==> config.mk <==
export PLATFORM = sky130hd
export DESIGN_NAME = deserializer
export DESIGN_NICKNAME = d
export VERILOG_FILES = /design/src/rtl/deser_pkg.sv /design/src/rtl/deserializer.sv
export SDC_FILE = /design/constraint.sdc
export NUM_CORES = 1
export LEC_CHECK = 0
export ABC_AREA = 1
export CORE_ASPECT_RATIO = 1.1
export CORE_MARGIN = 2
export CORE_UTILIZATION = 45
export CTS_CLUSTER_DIAMETER = 200
export CTS_CLUSTER_SIZE = 30
export DETAILED_ROUTE_END_ITERATION = 8
export MAX_ROUTING_LAYER = met4
export PLACE_DENSITY = 0.72
export SLEW_MARGIN = 15
export SYNTH_ARGS = -nofsm -noshare
export SYNTH_HDL_FRONTEND = slang
export SYNTH_SLANG_ARGS = --single-unit
==> constraint.sdc <==
create_clock -name clk_100KHz -period 1.4 [get_ports clk_100KHz]
set_clock_uncertainty 0.1 [all_clocks]
set_input_delay 0.28 -clock clk_100KHz [delete_from_list [all_inputs] [get_ports clk_100KHz]]
set_output_delay 0.28 -clock clk_100KHz [all_outputs]
set_load 0.01 [all_outputs]
==> src/rtl/deser_pkg.sv <==
// rtl/deser_pkg.sv - shared deserializer types and default word width
package deser_pkg;

    typedef enum logic {RECEIVING, READY} deser_state_t;

    localparam int DESER_WIDTH_DEFAULT = 8;

endpackage

==> src/rtl/deserializer.sv <==
// rtl/deserializer.sv - serial-to-parallel word collector with ready/ack handshake
// Shifts one bit per write_in into a WIDTH-bit word, MSB first, and holds it until acked.
module deserializer
    import deser_pkg::*;
#(
    parameter int WIDTH = DESER_WIDTH_DEFAULT
) (
    input  logic             clk_100KHz,
    input  logic             reset,
    input  logic             data_in,
    input  logic             write_in,
    input  logic             ack_in,
    output logic [WIDTH-1:0] data_out,
    output logic             data_ready,
    output logic             status_out,
    output logic             overrun_out
);

    localparam int CNT_W = (WIDTH > 2) ? $clog2(WIDTH) : 1;
    localparam logic [CNT_W-1:0] LAST_BIT = CNT_W'(WIDTH - 1);

    deser_state_t     state;
    deser_state_t     next_state;
    logic [CNT_W-1:0] bit_cnt;
    // Only WIDTH-1 bits are stored; the final bit goes straight into data_out.
    logic [WIDTH-2:0] shift;
    logic [WIDTH-1:0] word_next;
    logic             take_bit;
    logic             last_bit;
    logic             ready_q;

    assign word_next = {shift, data_in};
    assign take_bit  = (state == RECEIVING) && write_in;
    assign last_bit  = (bit_cnt == LAST_BIT);

    always_ff @(posedge clk_100KHz or posedge reset) begin
        if (reset) begin
            state <= RECEIVING;
        end else begin
            state <= next_state;
        end
    end

    always_comb begin
        next_state = state;
        case (state)
            RECEIVING: if (write_in && last_bit) next_state = READY;
            READY:     if (ack_in)               next_state = RECEIVING;
            default:                             next_state = RECEIVING;
        endcase
    end

    always_ff @(posedge clk_100KHz or posedge reset) begin
        if (reset) begin
            shift       <= '0;
            bit_cnt     <= '0;
            data_out    <= '0;
            ready_q     <= 1'b0;
            overrun_out <= 1'b0;
        end else if (take_bit) begin
            shift <= word_next[WIDTH-2:0];
            if (last_bit) begin
                data_out <= word_next;
                ready_q  <= 1'b1;
                bit_cnt  <= '0;
            end else begin
                bit_cnt <= bit_cnt + 1'b1;
            end
        end else if (state == READY) begin
            // Ack wins over a simultaneous write: that bit is dropped without flagging overrun.
            if (ack_in) begin
                ready_q     <= 1'b0;
                overrun_out <= 1'b0;
            end else if (write_in) begin
                overrun_out <= 1'b1;
            end
        end
    end

    assign data_ready = ready_q;
    assign status_out = ready_q;

endmodule

==> results.tsv <==
stage	metric	value	unit
run	max_cap_violations	0	
layout	regArea	526	um2
synthesis	synth_seq_cells	21	
cts	numClockSinks	21	
synthesis	syn-num-nets	110	
layout	antenna_cells	0	
routing	wl	1640	um
routing	drtAntennaViolNets	0	
floorplan	die_h	51.5	um
placement	dp_hpwl	1210	um
sta	max-slew-margin-rel	0.822	
setup_path	cp_slowest_cell	dfrtp_1	
global_routing	grt_pass1_vias	673	
synthesis	synth_cells	102	
layout	area_growth	28.6	%
routing	drc	0	
global_routing	overflow	0	
cts	htreeDepth	1	
layout	final_cell_mix	nand2_1, dfrtp_1, buf_4, nand4_1, clkdlybuf4s15_1	
placement	gp_congestion	0.748	
cts	hold_buffers	0	
synthesis	yosys.area.top_type_share	0.568	
synthesis	mappedNetlistArea	925	um2
routing	num_vias	723	
cts	clk-insertion-delay-late	0.30	ns
power	power	2.09	mW
sta	worstMarginPinSlew	0.267	ns
power	vdd_ir_drop_max	0.809	mV
global_routing	antenna_found_initial	0	
setup_path	crit_type	flip-flop to output port	
sta	rsz0062_at_grt	true	
setup_path	rr_startpoint	bit_cnt[0]	
power	pwr_density_cell	1760	nW/um2
routing	viasPerCell	4.69	
floorplan	coreArea	1980	um2
hold_path	hp-class	primary input to async pin	
floorplan	io_pins	16	
cts	cts_buffers	3	
setup_path	reg2reg_to	bit_cnt[0]	
floorplan	rows	17	
setup_path	arrival	0.98	ns
setup_path	max_stage_delay	0.40	ns
sta	finalCritPeriodShare	0.974	
setup_path	worstPathMaxFanout	3	
synthesis	synth_seq_area_share	0.568	
cts	cts_max_path_buffers	2	
routing	dr.pass1.iters	4	
setup_path	setup.worst_path.start_class	flip-flop	
setup_path	crit_family	flip-flops	
setup_path	cp-end-kind	output port	
global_routing	grt_usage	0.165	
floorplan	dieArea	2430	um2
floorplan	die_w	47.2	um
global_routing	grt_max_degree	22	
cts	clk_pin_slew	0.11	ns
status	status	complete, no violations	
setup_path	crit_required	1.02	ns
setup_path	crit_buf_inv	1	
sta	slew_viol_final	0	
layout	fin_nets	135	
layout	fill_cells	175	
routing	wl_per_cell	10.7	um
global_routing	grt_pass1_wl	2750	um
layout	drive_gt1_frac	0.167	
sta	clock.fmax	0.733	GHz
power	total_leakage_power	0.652	nW
layout	layout_commonest_cell	nand2_1	
floorplan	initial_core_util	0.467	
routing	dr.first_iter.drc_count	20	
cts	cts_tree	done	
synthesis	yosysTopAreaCell	dfrtp_1	
sta	final_hold_viol_count	0	
sta	whs	0.188	ns
setup_path	r2r_setup_slack	0.11	ns
synthesis	yosys-top-cells-area	dfrtp_1, nand2_1, nand4_1	
setup_path	crit_chain	dlygate4sd2_1	
cts	clk_root_buffer_cell	clkbuf_4	
sta	setup_violations	0	
placement	port_buffers	15	
layout	multi_input_area	338	um2
setup_path	rr_worst_depth	6	
synthesis	synth_warnings	0	
sta	min_period	1.36	ns
synthesis	synth_cell_type_count	13	
layout	final_area	1190	um2
placement	place_area	1140	um2
synthesis	avgSynthCellArea	9.07	um2
synthesized netlist by cell type:
master	n
nand4_1	8
buf_6	3
nand3_4	1
dfrtp_1	21
inv_2	2
buf_4	2
ha_1	3
nor2_1	2
inv_1	4
nand2_2	1
buf_2	1
nand2_1	53
o21ai_0	1
area by class of cell:
cell class,instances,share of cell area
Sequential cell,21,0.442
Timing Repair Buffer,26,0.202
Inverter,6,0.0189
Tap cell,28,0.0295
Clock buffer,3,0.0189
Clock inverter,1,0.00421
Multi-Input combinational cell,69,0.284
kinds of logic (layout without fill, tap and decap cells):
group / after synthesis / after routing / share of synthesized area
flops: 21 / 21 / 0.568
buf+inv: 12 / 36 / 0.0825
compound gates: 1 / 1 / 0.00541
fa+ha+maj: 3 / 3 / 0.0406
simple gates: 65 / 65 / 0.303
registers in the layout, indices dropped and copies added, names as in the netlist:
register,cells
state,1
overrun_out,1
shift,7
data_ready,1
bit_cnt,3
data_out,8
power breakdown:
| part | internal, mW | switching, mW | leakage, nW | total (mW) |
|---|---|---|---|---|
| logic | 0.415 | 0.399 | 0.364 | 0.815 |
| registers | 0.835 | 0.150 | 0.270 | 0.985 |
| clock network | 0.107 | 0.187 | 0.0177 | 0.293 |
worst register-to-register path: cells and delay by family (launching register included):
kind / cells / cell delay, ns
adder cells (fa/ha/maj): 2 / 0.39
flip-flops: 1 / 0.40
buffers and inverters: 1 / 0.14
AND/OR/NAND/NOR: 3 / 0.21
worst max path at each step:
stage | startpoint | end | slack [ns] | cells after the start
4_1_cts | bit_cnt[0] | data_out[6] | 0.004 | 5
3_5_place_dp | write_in | data_out[0] | -0.03 | 5
3_3_place_gp | write_in | data_out[4] | -0.007 | 5
6_report | data_ready | data_ready | 0.04 | 1
2_1_floorplan | bit_cnt[0] | state | 0.07 | 5
5_1_grt | data_ready | data_ready | -0.008 | 1
metrics by stage:
step	setup TNS (ns)	cells	utilization	setup WS [ns]
final	0	154	0.601	0.0362
after global routing	-0.0134	154	0.601	-0.00765
after CTS	0	152	0.581	0.00388
after detailed placement	-0.163	148	0.574	-0.0311
after global placement	-0.0128	148	0.574	-0.00711
after floorplan	0	102	-	0.0652
metal layers:
layer	wire, um	up-vias	share of wire	track usage
li1	-	365	-	-
met1	731	343	0.44	0.199
met2	830	11	0.50	0.259
met3	47	4	0.029	0.0313
met4	34	0	0.021	0.0833
met5	0	-	0	-
what timing repair did:
item,in CTS,in global routing
buffers inserted,0,2
gates resized for setup,11,10
endpoints found under the setup margin,11,18
cloned,0,0
(Power assumes the default switching activity.)
